**src/rtl/ioc_spi_bridge_if.sv**
```systemverilog
// IOC register-bus bundle between the SPI bridge (master) and the control modules (slave).
interface ioc_spi_bridge_if;
    logic [4:0] o_ioc;
    logic [7:0] o_data_out;
    logic [3:0] o_cs;
    logic       o_fetch_cmd;
    logic       o_load_cmd;
    logic [7:0] i_rd_data_0;
    logic [7:0] i_rd_data_1;
    logic [7:0] i_rd_data_2;
    logic [7:0] i_rd_data_3;

    modport master (
        output o_ioc, o_data_out, o_cs, o_fetch_cmd, o_load_cmd,
        input  i_rd_data_0, i_rd_data_1, i_rd_data_2, i_rd_data_3
    );

    modport slave (
        input  o_ioc, o_data_out, o_cs, o_fetch_cmd, o_load_cmd,
        output i_rd_data_0, i_rd_data_1, i_rd_data_2, i_rd_data_3
    );
endinterface

```
**src/rtl/ioc_spi_bridge.sv**
```systemverilog
// SPI mode-0 slave that decodes 16-bit frames into IOC register-bus fetch/load cycles
// and returns the selected module's read data on MISO.
module ioc_spi_bridge #(
    parameter int SYNC_STAGES = 2,
    parameter int RD_WAIT     = 2
) (
    input  logic              i_sys_clk,
    input  logic              i_rst_b,
    input  logic              i_spi_sck,
    input  logic              i_spi_mosi,
    input  logic              i_spi_cs_n,
    output logic              o_spi_miso,
    output logic              o_spi_miso_oe,
    ioc_spi_bridge_if.master  bus
);

    localparam int WW = (RD_WAIT > 1) ? $clog2(RD_WAIT) : 1;

    typedef enum logic [2:0] {
        IDLE, CMD, FETCH, WAIT_RD, DATA, LOAD, DONE
    } state_t;

    state_t                 state;
    logic [SYNC_STAGES-1:0] sck_sync;
    logic [SYNC_STAGES-1:0] mosi_sync;
    logic [SYNC_STAGES-1:0] cs_sync;
    logic                   sck_d;
    logic                   cs_d;
    logic                   sck_s;
    logic                   mosi_s;
    logic                   cs_s;
    logic                   sck_rise;
    logic                   sck_fall;
    logic                   cs_rise;
    logic                   cs_fall;
    logic [4:0]             bit_cnt;
    logic [6:0]             rx;
    logic [6:0]             tx;
    logic [1:0]             sel;
    logic                   is_write;
    logic [WW-1:0]          wait_cnt;
    logic [7:0]             rd_mux;

    function automatic logic [3:0] onehot(input logic [1:0] s);
        return 4'b0001 << s;
    endfunction

    assign sck_s    = sck_sync[SYNC_STAGES-1];
    assign mosi_s   = mosi_sync[SYNC_STAGES-1];
    assign cs_s     = cs_sync[SYNC_STAGES-1];
    assign sck_rise = sck_s & ~sck_d;
    assign sck_fall = ~sck_s & sck_d;
    assign cs_rise  = cs_s & ~cs_d;
    assign cs_fall  = ~cs_s & cs_d;

    always_comb begin
        rd_mux = '0;
        case (sel)
            2'd0: rd_mux = bus.i_rd_data_0;
            2'd1: rd_mux = bus.i_rd_data_1;
            2'd2: rd_mux = bus.i_rd_data_2;
            2'd3: rd_mux = bus.i_rd_data_3;
            default: rd_mux = '0;
        endcase
    end

    always_ff @(posedge i_sys_clk or negedge i_rst_b) begin
        if (!i_rst_b) begin
            sck_sync        <= '0;
            mosi_sync       <= '0;
            cs_sync         <= '1;
            sck_d           <= 1'b0;
            cs_d            <= 1'b1;
            state           <= IDLE;
            bit_cnt         <= '0;
            rx              <= '0;
            tx              <= '0;
            sel             <= '0;
            is_write        <= 1'b0;
            wait_cnt        <= '0;
            o_spi_miso      <= 1'b0;
            o_spi_miso_oe   <= 1'b0;
            bus.o_ioc       <= '0;
            bus.o_data_out  <= '0;
            bus.o_cs        <= '0;
            bus.o_fetch_cmd <= 1'b0;
            bus.o_load_cmd  <= 1'b0;
        end else begin
            sck_sync  <= {sck_sync[SYNC_STAGES-2:0], i_spi_sck};
            mosi_sync <= {mosi_sync[SYNC_STAGES-2:0], i_spi_mosi};
            cs_sync   <= {cs_sync[SYNC_STAGES-2:0], i_spi_cs_n};
            sck_d     <= sck_s;
            cs_d      <= cs_s;
            o_spi_miso_oe <= ~cs_s;

            bus.o_cs        <= '0;
            bus.o_fetch_cmd <= 1'b0;
            bus.o_load_cmd  <= 1'b0;

            // CS_n rising outranks any SCK edge detected in the same cycle.
            if (cs_rise) begin
                state      <= IDLE;
                bit_cnt    <= '0;
                o_spi_miso <= 1'b0;
            end else begin
                case (state)
                    IDLE: begin
                        bit_cnt    <= '0;
                        o_spi_miso <= 1'b0;
                        if (cs_fall) state <= CMD;
                    end
                    CMD: begin
                        if (sck_rise) begin
                            rx      <= {rx[5:0], mosi_s};
                            bit_cnt <= bit_cnt + 5'd1;
                            if (bit_cnt == 5'd7) begin
                                bus.o_ioc <= {rx[3:0], mosi_s};
                                sel       <= rx[5:4];
                                is_write  <= rx[6];
                                if (rx[6]) begin
                                    state <= DATA;
                                end else begin
                                    // Strobe registered on entry so it coincides with FETCH.
                                    bus.o_cs        <= onehot(rx[5:4]);
                                    bus.o_fetch_cmd <= 1'b1;
                                    state           <= FETCH;
                                end
                            end
                        end
                    end
                    FETCH: begin
                        wait_cnt <= '0;
                        state    <= WAIT_RD;
                    end
                    WAIT_RD: begin
                        if (wait_cnt == WW'(RD_WAIT - 1)) begin
                            tx         <= rd_mux[6:0];
                            o_spi_miso <= rd_mux[7];
                            state      <= DATA;
                        end else begin
                            wait_cnt <= wait_cnt + 1'b1;
                        end
                    end
                    DATA: begin
                        if (sck_rise) begin
                            bit_cnt <= bit_cnt + 5'd1;
                            if (is_write) rx <= {rx[5:0], mosi_s};
                            if (bit_cnt == 5'd15) begin
                                if (is_write) begin
                                    bus.o_data_out <= {rx[6:0], mosi_s};
                                    bus.o_cs       <= onehot(sel);
                                    bus.o_load_cmd <= 1'b1;
                                    state          <= LOAD;
                                end else begin
                                    o_spi_miso <= 1'b0;
                                    state      <= DONE;
                                end
                            end
                        end else if (sck_fall && !is_write &&
                                     bit_cnt >= 5'd9 && bit_cnt <= 5'd15) begin
                            o_spi_miso <= tx[6];
                            tx         <= {tx[5:0], 1'b0};
                        end
                    end
                    LOAD: state <= DONE;
                    DONE: o_spi_miso <= 1'b0;
                    default: state <= IDLE;
                endcase
            end
        end
    end

endmodule
```
**src/flat_wrapper.sv**
```systemverilog
// flat-port wrapper written by rule: the top's interface ports become plain ports
module ioc_spi_bridge_flat 
#(
    parameter int SYNC_STAGES = 2,
    parameter int RD_WAIT     = 2
)
  (i_sys_clk, i_rst_b, i_spi_sck, i_spi_mosi, i_spi_cs_n, o_spi_miso, o_spi_miso_oe, bus_o_ioc, bus_o_data_out, bus_o_cs, bus_o_fetch_cmd, bus_o_load_cmd, bus_i_rd_data_0, bus_i_rd_data_1, bus_i_rd_data_2, bus_i_rd_data_3);
  ioc_spi_bridge_if bus_i ();
  input  logic i_sys_clk;
  input  logic i_rst_b;
  input  logic i_spi_sck;
  input  logic i_spi_mosi;
  input  logic i_spi_cs_n;
  output logic o_spi_miso;
  output logic o_spi_miso_oe;
  output wire logic [$bits(bus_i.o_ioc)-1:0] bus_o_ioc;
  output wire logic [$bits(bus_i.o_data_out)-1:0] bus_o_data_out;
  output wire logic [$bits(bus_i.o_cs)-1:0] bus_o_cs;
  output wire logic [$bits(bus_i.o_fetch_cmd)-1:0] bus_o_fetch_cmd;
  output wire logic [$bits(bus_i.o_load_cmd)-1:0] bus_o_load_cmd;
  input wire logic [$bits(bus_i.i_rd_data_0)-1:0] bus_i_rd_data_0;
  input wire logic [$bits(bus_i.i_rd_data_1)-1:0] bus_i_rd_data_1;
  input wire logic [$bits(bus_i.i_rd_data_2)-1:0] bus_i_rd_data_2;
  input wire logic [$bits(bus_i.i_rd_data_3)-1:0] bus_i_rd_data_3;
  assign bus_o_ioc = bus_i.o_ioc;
  assign bus_o_data_out = bus_i.o_data_out;
  assign bus_o_cs = bus_i.o_cs;
  assign bus_o_fetch_cmd = bus_i.o_fetch_cmd;
  assign bus_o_load_cmd = bus_i.o_load_cmd;
  assign bus_i.i_rd_data_0 = bus_i_rd_data_0;
  assign bus_i.i_rd_data_1 = bus_i_rd_data_1;
  assign bus_i.i_rd_data_2 = bus_i_rd_data_2;
  assign bus_i.i_rd_data_3 = bus_i_rd_data_3;
  ioc_spi_bridge #(.SYNC_STAGES(SYNC_STAGES), .RD_WAIT(RD_WAIT)) u_core (.i_sys_clk(i_sys_clk), .i_rst_b(i_rst_b), .i_spi_sck(i_spi_sck), .i_spi_mosi(i_spi_mosi), .i_spi_cs_n(i_spi_cs_n), .o_spi_miso(o_spi_miso), .o_spi_miso_oe(o_spi_miso_oe), .bus(bus_i));
endmodule
```
**config.mk**
```make
export PLATFORM = sky130hd
export DESIGN_NAME = ioc_spi_bridge_flat
export DESIGN_NICKNAME = d
export VERILOG_FILES = /design/src/rtl/ioc_spi_bridge_if.sv /design/src/rtl/ioc_spi_bridge.sv /design/src/flat_wrapper.sv
export SDC_FILE = /design/constraint.sdc
export NUM_CORES = 1
export LEC_CHECK = 0
export CAP_MARGIN = 20
export CORE_MARGIN = 10
export CORE_UTILIZATION = 37
export CTS_CLUSTER_DIAMETER = 100
export DETAILED_ROUTE_END_ITERATION = 7
export SLEW_MARGIN = 20
export SYNTH_ARGS = -nofsm -noshare
export SYNTH_HDL_FRONTEND = slang
export SYNTH_SLANG_ARGS = --single-unit
```
**constraint.sdc**
```tcl
create_clock -name i_sys_clk -period 1.85 [get_ports i_sys_clk]
set_clock_uncertainty 0.1 [all_clocks]
set_input_delay 0.2775 -clock i_sys_clk [delete_from_list [all_inputs] [get_ports i_sys_clk]]
set_output_delay 0.2775 -clock i_sys_clk [all_outputs]
set_load 0.02 [all_outputs]
```
# Word level (Yosys, flattened, before mapping)
# Index checks and enable logic that the tools add are counted.
# word_totals
ff_bits	55
latch_bits	0
ram_bits	0
mem_bits_ro	0
inputBits	37
out_inout_bits	21
elab_cells	132
mem_count	0
# op_classes
n_addsub	2
mul	0
div	0
order_cmp	2
eq_ne	28
shift	2
n_mux	49
n_bitwise	9
n_reduce_logical	21
# ops
op	n
2-to-1 mux 7 bit	6
case mux 8 bit (4 select lines)	1
2-to-1 mux 4 bit	7
case mux 7 bit (2 select lines)	2
2-to-1 mux 3 bit	8
!= test 3 x 1 -> 1 bit (second input constant)	7
case mux 3 bit (7 select lines)	1
AND reduction 5 bit	4
2-to-1 mux 1 bit	17
!= test 2 x 1 -> 1 bit (second input constant)	6
2-to-1 mux 5 bit	2
case mux 5 bit (2 select lines)	1
equality test 3 bit (second input constant)	3
!= test 4 bit (second input constant)	2
case mux 4 bit (2 select lines)	1
<< shifter 1 x 2 -> 4 bit (first input constant)	2
AND reduction 7 bit	1
equality test 3 x 2 -> 1 bit (second input constant)	2
nonzero test 2 bit	3
adder 5 x 1 -> 5 bit (second input constant)	1
equality test 5 x 3 -> 1 bit (second input constant)	1
equality test 5 x 4 -> 1 bit (second input constant)	1
>= comparator 5 x 4 -> 1 bit (second input constant)	1
<= comparator 5 x 4 -> 1 bit (second input constant)	1
20 further kinds	32

# Logic depth before layout (Yosys ltp)
# Gate-level depths: netlist (run 1).
# depth
word_depth	9
depth_mapped	8
depth_no_buf	8

# Least setup slack after synthesis (run 1)
# No wires, ideal clock.
# synth_timing
path_kind	register to register
startpoint	register u_core.bit_cnt[0]
endpoint	register u_core.o_spi_miso
setup_ps	124
arrival_ps	1689
t_required_ps	1626
setup_slack_ps	-63
path_stages_with_launch	9
path_buffers	0
synth_period_minus_slack_ps	1913
path_cell_list	dfrtp_1 -> ha_1 -> and3_1 -> ha_1 -> nand2b_1 -> a311o_1 -> o211ai_1 -> a21boi_0 -> o2bb2ai_1
# synth_between
elab_chain_len	5
word_cells_on_any_way	8
cone_classes	2 x order compare; 3 x eq/ne; 3 x reduce/logical
# synth_lines
element	line	rtl
start: declaration	ioc_spi_bridge.sv:36	logic [4:0] bit_cnt;
start signal: assignment	ioc_spi_bridge.sv:115	bit_cnt <= bit_cnt + 5'd1;
start signal: assignment	ioc_spi_bridge.sv:146	bit_cnt <= bit_cnt + 5'd1;
>= comparator 5 x 4 -> 1 bit	ioc_spi_bridge.sv:160	bit_cnt >= 5'd9 && bit_cnt <= 5'd15) begin
logical AND 1 bit	ioc_spi_bridge.sv:159	end else if (sck_fall && !is_write &&
logical AND 1 bit	ioc_spi_bridge.sv:160	
!= test 4 x 1 -> 1 bit (no source line)	-	
AND reduction 5 bit (no source line) *	-	
end signal: assignment	ioc_spi_bridge.sv:138	o_spi_miso <= rd_mux[7];
end signal: assignment	ioc_spi_bridge.sv:161	o_spi_miso <= tx[6];
end: declaration	ioc_spi_bridge.sv:12	output logic o_spi_miso,
# Every way passes the cells marked *; elsewhere a longest branch is shown, timed or not.
# A chain may end at the register's enable or synchronous reset.

# Worst setup path in the final report (run 1)
# layout_timing
startpoint	register u_core.bit_cnt[1]
endpoint	register u_core.o_spi_miso
# The elaborated chain is that of the path after synthesis.

==> metrics.md, run 1 <==
| Metric | Value |
|---|---|
| Area grow syn2layout | `40.9%` |
| Drt total wl | `6580 um` |
| Pre-CTS setup slack | `-0.0471 ns` |
| Largest net degree at the start of global routing | `56` |
| Vias | `about 2100` |
| Worst Hold Class | `reg -> reg` |
| Final non-filler cell total | `402` |
| Synth top area share | `49.4%` |
| WS Path Type | `reg -> reg` |
| Hold Slack | `between 0.2 and 0.3 ns` |
| H-tree depth | `2` |
| Clk buf depth | `2` |
| Peak VDD IR | `around 460 uV` |
| Largest cells by area after synthesis | `dfrtp_1, mux2_2, mux4_2` |
| Cell Area, Placed | `between 0.003 and 0.004 mm2` |
| Ports | `58` |
| Leak pwr | `0.00155 uW` |
| CP Launch Point | `u_core.bit_cnt[1]` |
| Seq/Total Area, Yosys | `a little over half` |
| Core Area | `between 0.006 and 0.007 mm2` |
| Synthesized area per cell | `around 12 um2` |
| Unrepaired setup endpoints after global routing | `true` |
| EDFF count, synth | `0` |
| Setup ws final | `0.0238 ns` |
| Pwr dens | `929 mW/mm2` |
| Residual DRC | `0` |
| Post-Syn Area | `~0.0026 mm2` |
| Rows | `30` |
| Initial DRC Count | `between 150 and 200` |
| GRT Residual Overflow | `0` |
| Worst-margin pin slew | `around 0.34 ns` |
| Layout cells sized above 1 | `roughly 29%` |
| Final net count | `around 350` |
| Status | `finished clean` |
| Reg2reg start | `u_core.bit_cnt[1]` |
| Data required, critical path | `1.96 ns` |
| Die Wd | `approximately 100 um` |
| CP endpoint kind | `flop` |
| CP Max Fanout | `3` |
| CTS Buf Count | `5` |
| Fin. Hold Viols | `0` |
| Final setup violation count | `0` |
| CP endpoint | `u_core.o_spi_miso` |
| Startpoint Class | `flop` |
| CTS tree | `done` |
| Worst EP arrival | `a little under 2 ns` |
| Routed vias/inst | `around 5.2` |
| Reg2Reg Capture Point | `u_core.o_spi_miso` |
| Final Cycle Share | `98.7%` |
| Biggest area consumer among synthesized cells | `dfrtp_1` |
| Initial antenna violation count | `0` |
| Clk_lat worst skew | `0.31 ns` |
| Post-synthesis cell count | `approximately 220` |
| Die Ht | `between 100 and 150 um` |
| Gp weighted congestion | `0.828` |
| Reg2Reg Depth | `8` |
| First-pass GRT wire length | `about 11000 um` |
| Number of global-route vias before repair | `2210` |
| Max transition margin | `between 70% and 80%` |
| Cell area after layout | `0.00371 mm2` |
| Slew Limit Fails | `0` |
| Synthesis-stage register bit count | `between 50 and 60` |
| Synth warnings | `0` |
| DPL Wire Length | `4940 um` |
| Post-layout total power | `about 3500 uW` |
| Max Fclk | `approximately 0.55 GHz` |
| Routed len/inst | `~16 um` |
| DRT antenna net count | `0` |
| Yosys cell types | `between 40 and 50` |
| Root Buffer Master | `clkbuf_8` |
| Total Routing Usage GR | `between 10 and 15%` |
| Die area | `0.0109 mm2` |
| Number of antenna diodes | `0` |
| Fin crit period | `1.83 ns` |
| Synthesized Nets | `between 200 and 300` |
| Placed Instances | `around 400` |
| I/O Buffers | `57` |
| Starting Density | `between 30% and 40%` |
| Post-synth top flop | `dfrtp_1` |
| Async set-reset flop share out of synthesis | `100%` |
| Sink Count | `55` |
| R2R Setup Slk | `0.02 ns` |
| CTS clk-pin slew, worst paths | `0.09 ns` |
| Pre-Repair DR Iteration Count | `6` |
| Max-cap violations | `0` |
-- cell usage after synthesis, drive strengths merged, types with 3 or more instances --
library cell	instances
a21o	3
a21oi	8
a2bb2oi	6
a32oi	3
and3	3
buf	6
clkbuf	4
dfrtp	52
dfstp	3
ha	3
inv	13
mux2	17
mux4	8
nand2	10
nand2b	3
nand4	4
nor2	14
nor2b	5
nor3	5
nor3b	3
o211ai	3
o21ai	16
o22ai	8
-- registers in the layout, indices dropped and copies added (netlist names) --
| name | cells |
|---|---|
| u_core.bus.o_data_out | 8 |
| u_core.wait_cnt | 1 |
| u_core.bus.o_cs | 4 |
| u_core.cs_sync | 2 |
| u_core.is_write | 1 |
| u_core.sck_sync | 2 |
| u_core.tx | 7 |
| u_core.mosi_sync | 2 |
| u_core.sel | 2 |
| u_core.sck_d | 1 |
| u_core.bit_cnt | 5 |
| u_core.o_spi_miso | 1 |
| u_core.bus.o_ioc | 5 |
| u_core.state | 3 |
| u_core.bus.o_fetch_cmd | 1 |
| u_core.cs_d | 1 |
| u_core.o_spi_miso_oe | 1 |
| u_core.rx | 7 |
| u_core.bus.o_load_cmd | 1 |
-- per-layer routing --
metal / share of wire [%] / global-route usage [%]
met1: 44 / 15.0
met2: 50 / 20.7
met3: 4.7 / 3.28
met4: 1.1 / 3.38
met5: 0 / 0
-- cell usage in the layout, fill, tap and decap left out, types with 3 or more instances in the layout --
| cell | netlist | final |
|---|---|---|
| nor2_1 | 14 | 14 |
| dfstp_2 | 3 | 3 |
| o211ai_1 | 3 | 3 |
| a2bb2oi_1 | 6 | 3 |
| nand2b_1 | 3 | 3 |
| clkdlybuf4s50_1 | 0 | 56 |
| a21o_1 | 3 | 3 |
| o21ai_0 | 15 | 11 |
| clkbuf_8 | 0 | 6 |
| nand4_1 | 3 | 3 |
| mux4_2 | 8 | 8 |
| nor3_1 | 5 | 5 |
| inv_1 | 13 | 13 |
| nand2_1 | 9 | 9 |
| dfrtp_1 | 52 | 52 |
| a32oi_1 | 3 | 3 |
| o21ai_1 | 1 | 3 |
| nor2b_1 | 4 | 3 |
| a2bb2oi_2 | 0 | 3 |
| a21oi_1 | 7 | 6 |
| o22ai_1 | 8 | 8 |
| buf_4 | 0 | 26 |
| mux2_2 | 17 | 17 |
-- report_power, final --
group          internal (uW)  total (uW)  leakage [uW]  switching [uW]
logic                    622        1200      0.000792             583
registers               1390        1540      0.000715             152
clock network            306         707     0.0000474             400
-- cell type report --
| class | count | area (um2) |
|---|---|---|
| sequential | 55 | 1380 |
| clock buffer | 6 | 82.6 |
| fill | 606 | 3150 |
| inverter | 13 | 48.8 |
| clock inverter | 2 | 16.3 |
| timing repair buffer | 87 | 822 |
| multi-input combinational | 143 | 1240 |
| tap | 96 | 120 |
-- metrics by stage --
stage | setup TNS (ns) | utilization [%]
5_1_grt | -0.572 | 54.1
6_report | 0 | 54.1
3_5_place_dp | -0.169 | 51.4
2_1_floorplan | 0 | -
4_1_cts | 0 | 53.3
3_3_place_gp | 0 | 51.4
-- worst max-delay path: stages (launching register included) --
cell	delay [ns]
dfrtp_1	0.38
ha_2	0.19
and3_4	0.20
ha_4	0.14
nand2b_1	0.05
a311o_1	0.31
o211ai_1	0.11
a21boi_2	0.19
o2bb2ai_1	0.06
-- how the worst min path moves through the flow --
stage,start,endpoint,cells after the start
5_1_grt,u_core.cs_sync[0],u_core.cs_sync[1],0
3_5_place_dp,i_rst_b,u_core.bus.o_data_out[3],2
4_1_cts,u_core.mosi_sync[0],u_core.mosi_sync[1],0
3_3_place_gp,i_rst_b,u_core.bus.o_data_out[3],2
6_report,u_core.mosi_sync[0],u_core.mosi_sync[1],0
2_1_floorplan,i_rst_b,u_core.bit_cnt[0],0
-- cells by family after synthesis --
group / count (synthesis) / share of synthesized area [%]
AOI/OAI and AO/OA: 59 / 15.9
DFF: 55 / 52.3
and+or+nand+nor: 54 / 11.9
muxes: 26 / 14.5
buffers and inverters: 23 / 3.56
adders and majority gates: 4 / 1.80
-- repair_timing --
item	4_1_cts	5_1_grt
hold buffers	1	0
buffers inserted	1	1
hold endpoints to repair	52	0
pin swaps	3	11
endpoints found under the setup margin	7	23
gates resized for setup	4	13
No activity file was read; power rests on OpenSTA's default activity.
==> run 2: changes to the inputs <==
CORE_MARGIN = not set   (was 10)
==> run 2 against run 1 <==
The run now ends with negative setup slack left; clock power down 9.5%; design area up 0.51%; combinational power about the same; routed wire length down 5.7%; worst setup slack worse by 0.077 ns; via count down 0.34%; sequential power about the same; sequential share of layout area down 0.19 points; first-iteration DRC count down 50%.
==> metrics.md, run 2 (synthesis results as in run 1) <==
| Metric | Value |
|---|---|
| Crit-path slowest cell | `dfrtp_1` |
| Slew Limit Fails | `0` |
| Die Wd | `just under 90 um` |
| Final setup violation count | `6` |
| Final non-filler cell total | `between 400 and 500` |
| Worst EP arrival | `approximately 2.0 ns` |
| Max-cap violations | `0` |
| Placed Instances | `just under 400` |
| Initial DRC Count | `84` |
| Unrepaired setup endpoints after global routing | `true` |
| Total Routing Usage GR | `between 10% and 20%` |
| Failing checks | `negative setup slack` |
| Rows | `30` |
| DRT antenna net count | `0` |
| GRT Residual Overflow | `0` |
| DPL Wire Length | `about 4600 um` |
| Die area | `about 0.0075 mm2` |
| Max reg flops | `8` |
| Filler cells | `between 600 and 700` |
| Die Ht | `86.4 um` |
| Peak VDD IR | `approximately 570 uV` |
| Ports | `58` |
| Pwr dens | `about 900 mW/mm2` |
| Core Area | `between 0.006 and 0.007 mm2` |
| Vias | `about 2100` |
| Clk buf depth | `2` |
| Starting Density | `about two fifths` |
| Drt total wl | `~6200 um` |
| Layout cells sized above 1 | `29.7%` |
| Routed len/inst | `~15 um` |
| Status | `finished with violations` |
| Data required, critical path | `roughly 2.0 ns` |
| Final Cycle Share | `103%` |
| First-pass GRT wire length | `between 10000 and 15000 um` |
| Initial antenna violation count | `0` |
| H-tree depth | `2` |
| Number of antenna diodes | `0` |
| Largest net degree at the start of global routing | `37` |
| Startpoint Class | `flop` |
| Worst Hold Class | `in -> async` |
| Residual DRC | `0` |
| Gp weighted congestion | `between 0.8 and 0.9` |
| Reg2reg start | `u_core.bit_cnt[0]` |
| Commonest cells after routing, fill and taps aside | `clkdlybuf4s50_1, dfrtp_1, buf_4` |
| Hold Slack | `0.184 ns` |
| CP Launch Point | `u_core.bit_cnt[0]` |
| CTS Buf Count | `5` |
| Largest regs | `u_core.bus.o_data_out: 8 flops, u_core.rx: 7 flops, u_core.tx: 7 flops` |
| Leak pwr | `0.00158 uW` |
| Worst-margin pin slew | `approximately 0.43 ns` |
| CP Cell Sequence | `ha_2 -> buf_4 -> buf_4 -> and4bb_2 -> a41oi_1 -> nor2_1 -> a311oi_1 -> nor2_1` |
| CTS tree | `done` |
| Root Buffer Master | `clkbuf_8` |
| Clk_lat worst skew | `a little over 0.3 ns` |
| Area grow syn2layout | `41.6%` |
| Number of global-route vias before repair | `2057` |
| Biggest register | `u_core.bus.o_data_out` |
| WS Path Type | `reg -> reg` |
| Most common cell after layout, fill and taps aside | `clkdlybuf4s50_1` |
| Routed vias/inst | `5.16` |
| Final net count | `346` |
| Crit path largest cell delay | `~0.4 ns` |
| Fin crit period | `1.90 ns` |
| Fin. Hold Viols | `0` |
| Setup ws final | `-0.0527 ns` |
| CTS clk-pin slew, worst paths | `~0.1 ns` |
| Max transition margin | `between 70% and 80%` |
| Sink Count | `55` |
| Layout Utilization | `54.7%` |
| Pre-Repair DR Iteration Count | `4` |
| CP endpoint kind | `flop` |
| CP Max Fanout | `4` |
| Max Fclk | `~0.53 GHz` |
| I/O Buffers | `57` |
-- run 2: changes by cell type in the layout (fill, tap and decap cells not counted), sizes merged --
cell and change:
clkinvlp -1, clkinv +1, buf +1, clkbuf -1
-- run 2: worst max-delay path: cells and delay by family (launching register included) --
| kind | cells | cell delay [ns] |
|---|---|---|
| compound gates | 2 | 0.45 |
| fa+ha+maj | 1 | 0.19 |
| buf+inv | 2 | 0.26 |
| flops | 1 | 0.40 |
| simple gates | 3 | 0.39 |
-- run 2: final cells by class --
| cell class | count | area (um2) | area share [%] |
|---|---|---|---|
| Sequential cell | 55 | 1380 | 37.0 |
| Multi-Input combinational cell | 143 | 1260 | 33.9 |
| Timing Repair Buffer | 88 | 837 | 22.4 |
| Tap cell | 96 | 120 | 3.22 |
| Clock buffer | 5 | 68.8 | 1.84 |
| Inverter | 13 | 48.8 | 1.31 |
| Clock inverter | 2 | 13.8 | 0.369 |
-- run 2: per-stage QoR --
stage | power [uW] | area [um2] | setup slack, ns | TNS (ns)
final | 3350 | 3730 | -0.0527 | -0.236
after global routing | 3550 | 3730 | -0.130 | -1.21
after CTS | 3330 | 3640 | -0.0162 | -0.0162
after detailed placement | 2670 | 3530 | -0.108 | -0.551
after global placement | 2650 | 3530 | -0.0604 | -0.326
after floorplan | 2230 | 2660 | 0.0000405 | 0
-- run 2: path summary, 6_finish.rpt --
kind / to / slack [ns] / cells after the start
setup / recovery: u_core.state[2] / -0.05 / 8
hold / removal: u_core.bus.o_data_out[4] / 0.18 / 2
setup reg to reg: u_core.state[2] / -0.05 / 8
hold reg to reg: u_core.mosi_sync[1] / 0.26 / 0
max in group asynchronous: u_core.cs_d / 1.01 / 3
min in group i_sys_clk: u_core.mosi_sync[1] / 0.26 / 0
-- run 2: repair_timing --
action | in CTS | in global routing
hold buffers | 1 | 0
gates resized for setup | 4 | 19
gates cloned | 0 | 0
hold endpoints to repair | 52 | 0
endpoints found under the setup margin | 8 | 27
buffers inserted | 1 | 2
pin swaps | 5 | 6
-- run 2: where the power goes --
group	switching [uW]	total, uW	internal (uW)
Sequential	153	1540	1390
Clock	380	640	260
Combinational	575	1170	597
Total	1110	3350	2240
-- run 2: layer usage --
layer	track usage, %	vias up	wire length [um]
met5	0	-	0
met4	5.00	0	49
met2	29.5	50	3090
met3	3.81	4	288
li1	-	986	-
met1	22.7	1034	2780
==> run 3: changes to the inputs <==
CORE_UTILIZATION = 45   (was 37)
HOLD_SLACK_MARGIN = 0.12   (was not set)
PLACE_DENSITY = 0.75   (was not set)
==> run 3 against run 2 <==
The run still ends with negative setup slack left; flip-flop and latch count unchanged; worst setup slack better by 0.045 ns; global-route usage increased by 3.8 points; power up 7.1%; utilization up 13 points; via count increased by 0.72%; non-clock buffer count is 6 lower; clock power up 23%; largest power group unchanged.
==> metrics.md, run 3 (synthesis results as in run 1) <==
| Metric | Value |
|---|---|
| Status | `finished with violations` |
| Failing checks | `negative setup slack` |
| Sink Count | `55` |
| CP endpoint kind | `flop` |
| Core Area | `0.00557 mm2` |
| I/O Buffers | `57` |
| Data required, critical path | `1.95 ns` |
| Max-cap violations | `0` |
| Root Buffer Master | `clkbuf_8` |
| Most common cell after layout, fill and taps aside | `clkdlybuf4s50_1` |
| Slew Limit Fails | `0` |
| Initial antenna violation count | `0` |
| Largest regs | `u_core.bus.o_data_out: 8 flops, u_core.rx: 7 flops, u_core.tx: 7 flops` |
| Fin crit period | `roughly 1.9 ns` |
| Ports | `slightly below 60` |
| Number of antenna diodes | `0` |
| Number of global-route vias before repair | `~2200` |
| Final setup violation count | `2` |
| CTS tree | `done` |
| Worst Hold Class | `reg -> reg` |
| Biggest register | `u_core.bus.o_data_out` |
| Clk_lat worst skew | `approximately 0.30 ns` |
| Rows | `27` |
| CP Max Fanout | `3` |
| Pre-CTS setup slack | `-0.108 ns` |
| Die Wd | `between 70 and 80 um` |
| First-pass GRT wire length | `~10000 um` |
| Final Cycle Share | `100%` |
| Worst EP arrival | `roughly 2 ns` |
| Pwr dens | `between 900 and 1000 mW/mm2` |
| Max transition margin | `71.2%` |
| Drt total wl | `roughly 6400 um` |
| Die area | `~0.006 mm2` |
| Max Fclk | `0.538 GHz` |
| Starting Density | `47.3%` |
| Layout cells sized above 1 | `30.9%` |
| Total Routing Usage GR | `a little over a fifth` |
| CTS Buf Count | `5` |
| Routed len/inst | `17.1 um` |
| WS Path Type | `reg -> reg` |
| Clk buf depth | `2` |
| GRT Residual Overflow | `0` |
| Routed vias/inst | `between 5 and 6` |
| Max reg flops | `8` |
| Leak pwr | `roughly 0.0016 uW` |
| DRT antenna net count | `0` |
| Residual DRC | `0` |
| Pre-Repair DR Iteration Count | `4` |
| Vias | `between 2000 and 2500` |
| Filler cells | `~440` |
| Die Ht | `between 70 and 80 um` |
| Final net count | `340` |
| Initial DRC Count | `between 100 and 150` |
| Largest net degree at the start of global routing | `56` |
| H-tree depth | `2` |
| Gp weighted congestion | `~0.89` |
| CTS clk-pin slew, worst paths | `0.09 ns` |
| Unrepaired setup endpoints after global routing | `true` |
| Commonest cells after routing, fill and taps aside | `clkdlybuf4s50_1, dfrtp_1, buf_4` |
| Final non-filler cell total | `approximately 370` |
| Peak VDD IR | `546 uV` |
| DPL Wire Length | `around 4500 um` |
| Placed Instances | `~360` |
| Worst-margin pin slew | `about 0.43 ns` |
| Area grow syn2layout | `42.5%` |
| Fin. Hold Viols | `0` |
| Startpoint Class | `flop` |
| Setup ws final | `-0.00819 ns` |
[run 3: power breakdown]
part | switching [uW] | internal [uW] | total, uW
Clock | 385 | 403 | 788
Sequential | 168 | 1390 | 1560
Combinational | 614 | 632 | 1250
[run 3: per-layer routing]
metal	vias up	track usage (%)	routed length, um
li1	979	-	-
met1	1030	25.4	2610
met2	67	36.6	3320
met3	13	5.35	303
met4	0	8.52	138
met5	-	0	0
[run 3: timing repair]
| action | CTS | global route |
|---|---|---|
| gates resized for setup | 3 | 29 |
| pin swaps | 4 | 13 |
| hold buffers | 1 | 0 |
| cloned | 0 | 0 |
| hold endpoints to repair | 52 | 0 |
| setup endpoints to repair | 8 | 18 |
| buffers inserted | 1 | 1 |
[run 3: final cells by class]
type	count	area (um2)	area share, %
Tap cell	72	90.1	2.40
Timing Repair Buffer	82	808	21.5
Clock buffer	5	68.8	1.83
Inverter	13	48.8	1.30
Clock inverter	3	43.8	1.17
Multi-Input combinational cell	143	1320	35.0
Sequential cell	55	1380	36.7
[run 3: worst max-delay path, stage by stage, from the launching register on]
cell	delay [ns]
dfrtp_1	0.40
ha_2	0.19
and3_4	0.20
ha_4	0.14
nand2b_1	0.05
a311o_1	0.26
o211ai_1	0.13
a21boi_2	0.22
o2bb2ai_2	0.06
[run 3: path summary, 6_finish.rpt]
check,from,end,slack [ns],depth (start not counted)
worst max-delay path,u_core.bit_cnt[1],u_core.o_spi_miso,-0.008,8
worst min-delay path,u_core.mosi_sync[0],u_core.mosi_sync[1],0.26,0
worst max register to register,u_core.bit_cnt[1],u_core.o_spi_miso,-0.008,8
worst min register to register,u_core.mosi_sync[0],u_core.mosi_sync[1],0.26,0
max in group asynchronous,i_rst_b,u_core.cs_d,0.97,3
min in group asynchronous,i_rst_b,u_core.bus.o_data_out[3],0.38,3
[run 3: metrics by stage]
step / setup TNS [ns] / util [%] / hold slack (ns) / area (um2) / power, uW
after floorplan: 0 / - / -0.118 / 2660 / 2230
after detailed placement: -0.563 / 62.3 / 0.197 / 3470 / 2640
final: -0.0121 / 67.4 / 0.262 / 3760 / 3590
after global routing: -0.808 / 67.4 / 0.257 / 3760 / 3800
after global placement: -0.0985 / 62.3 / 0.194 / 3470 / 2610
after CTS: -0.00314 / 64.8 / 0.264 / 3610 / 3460
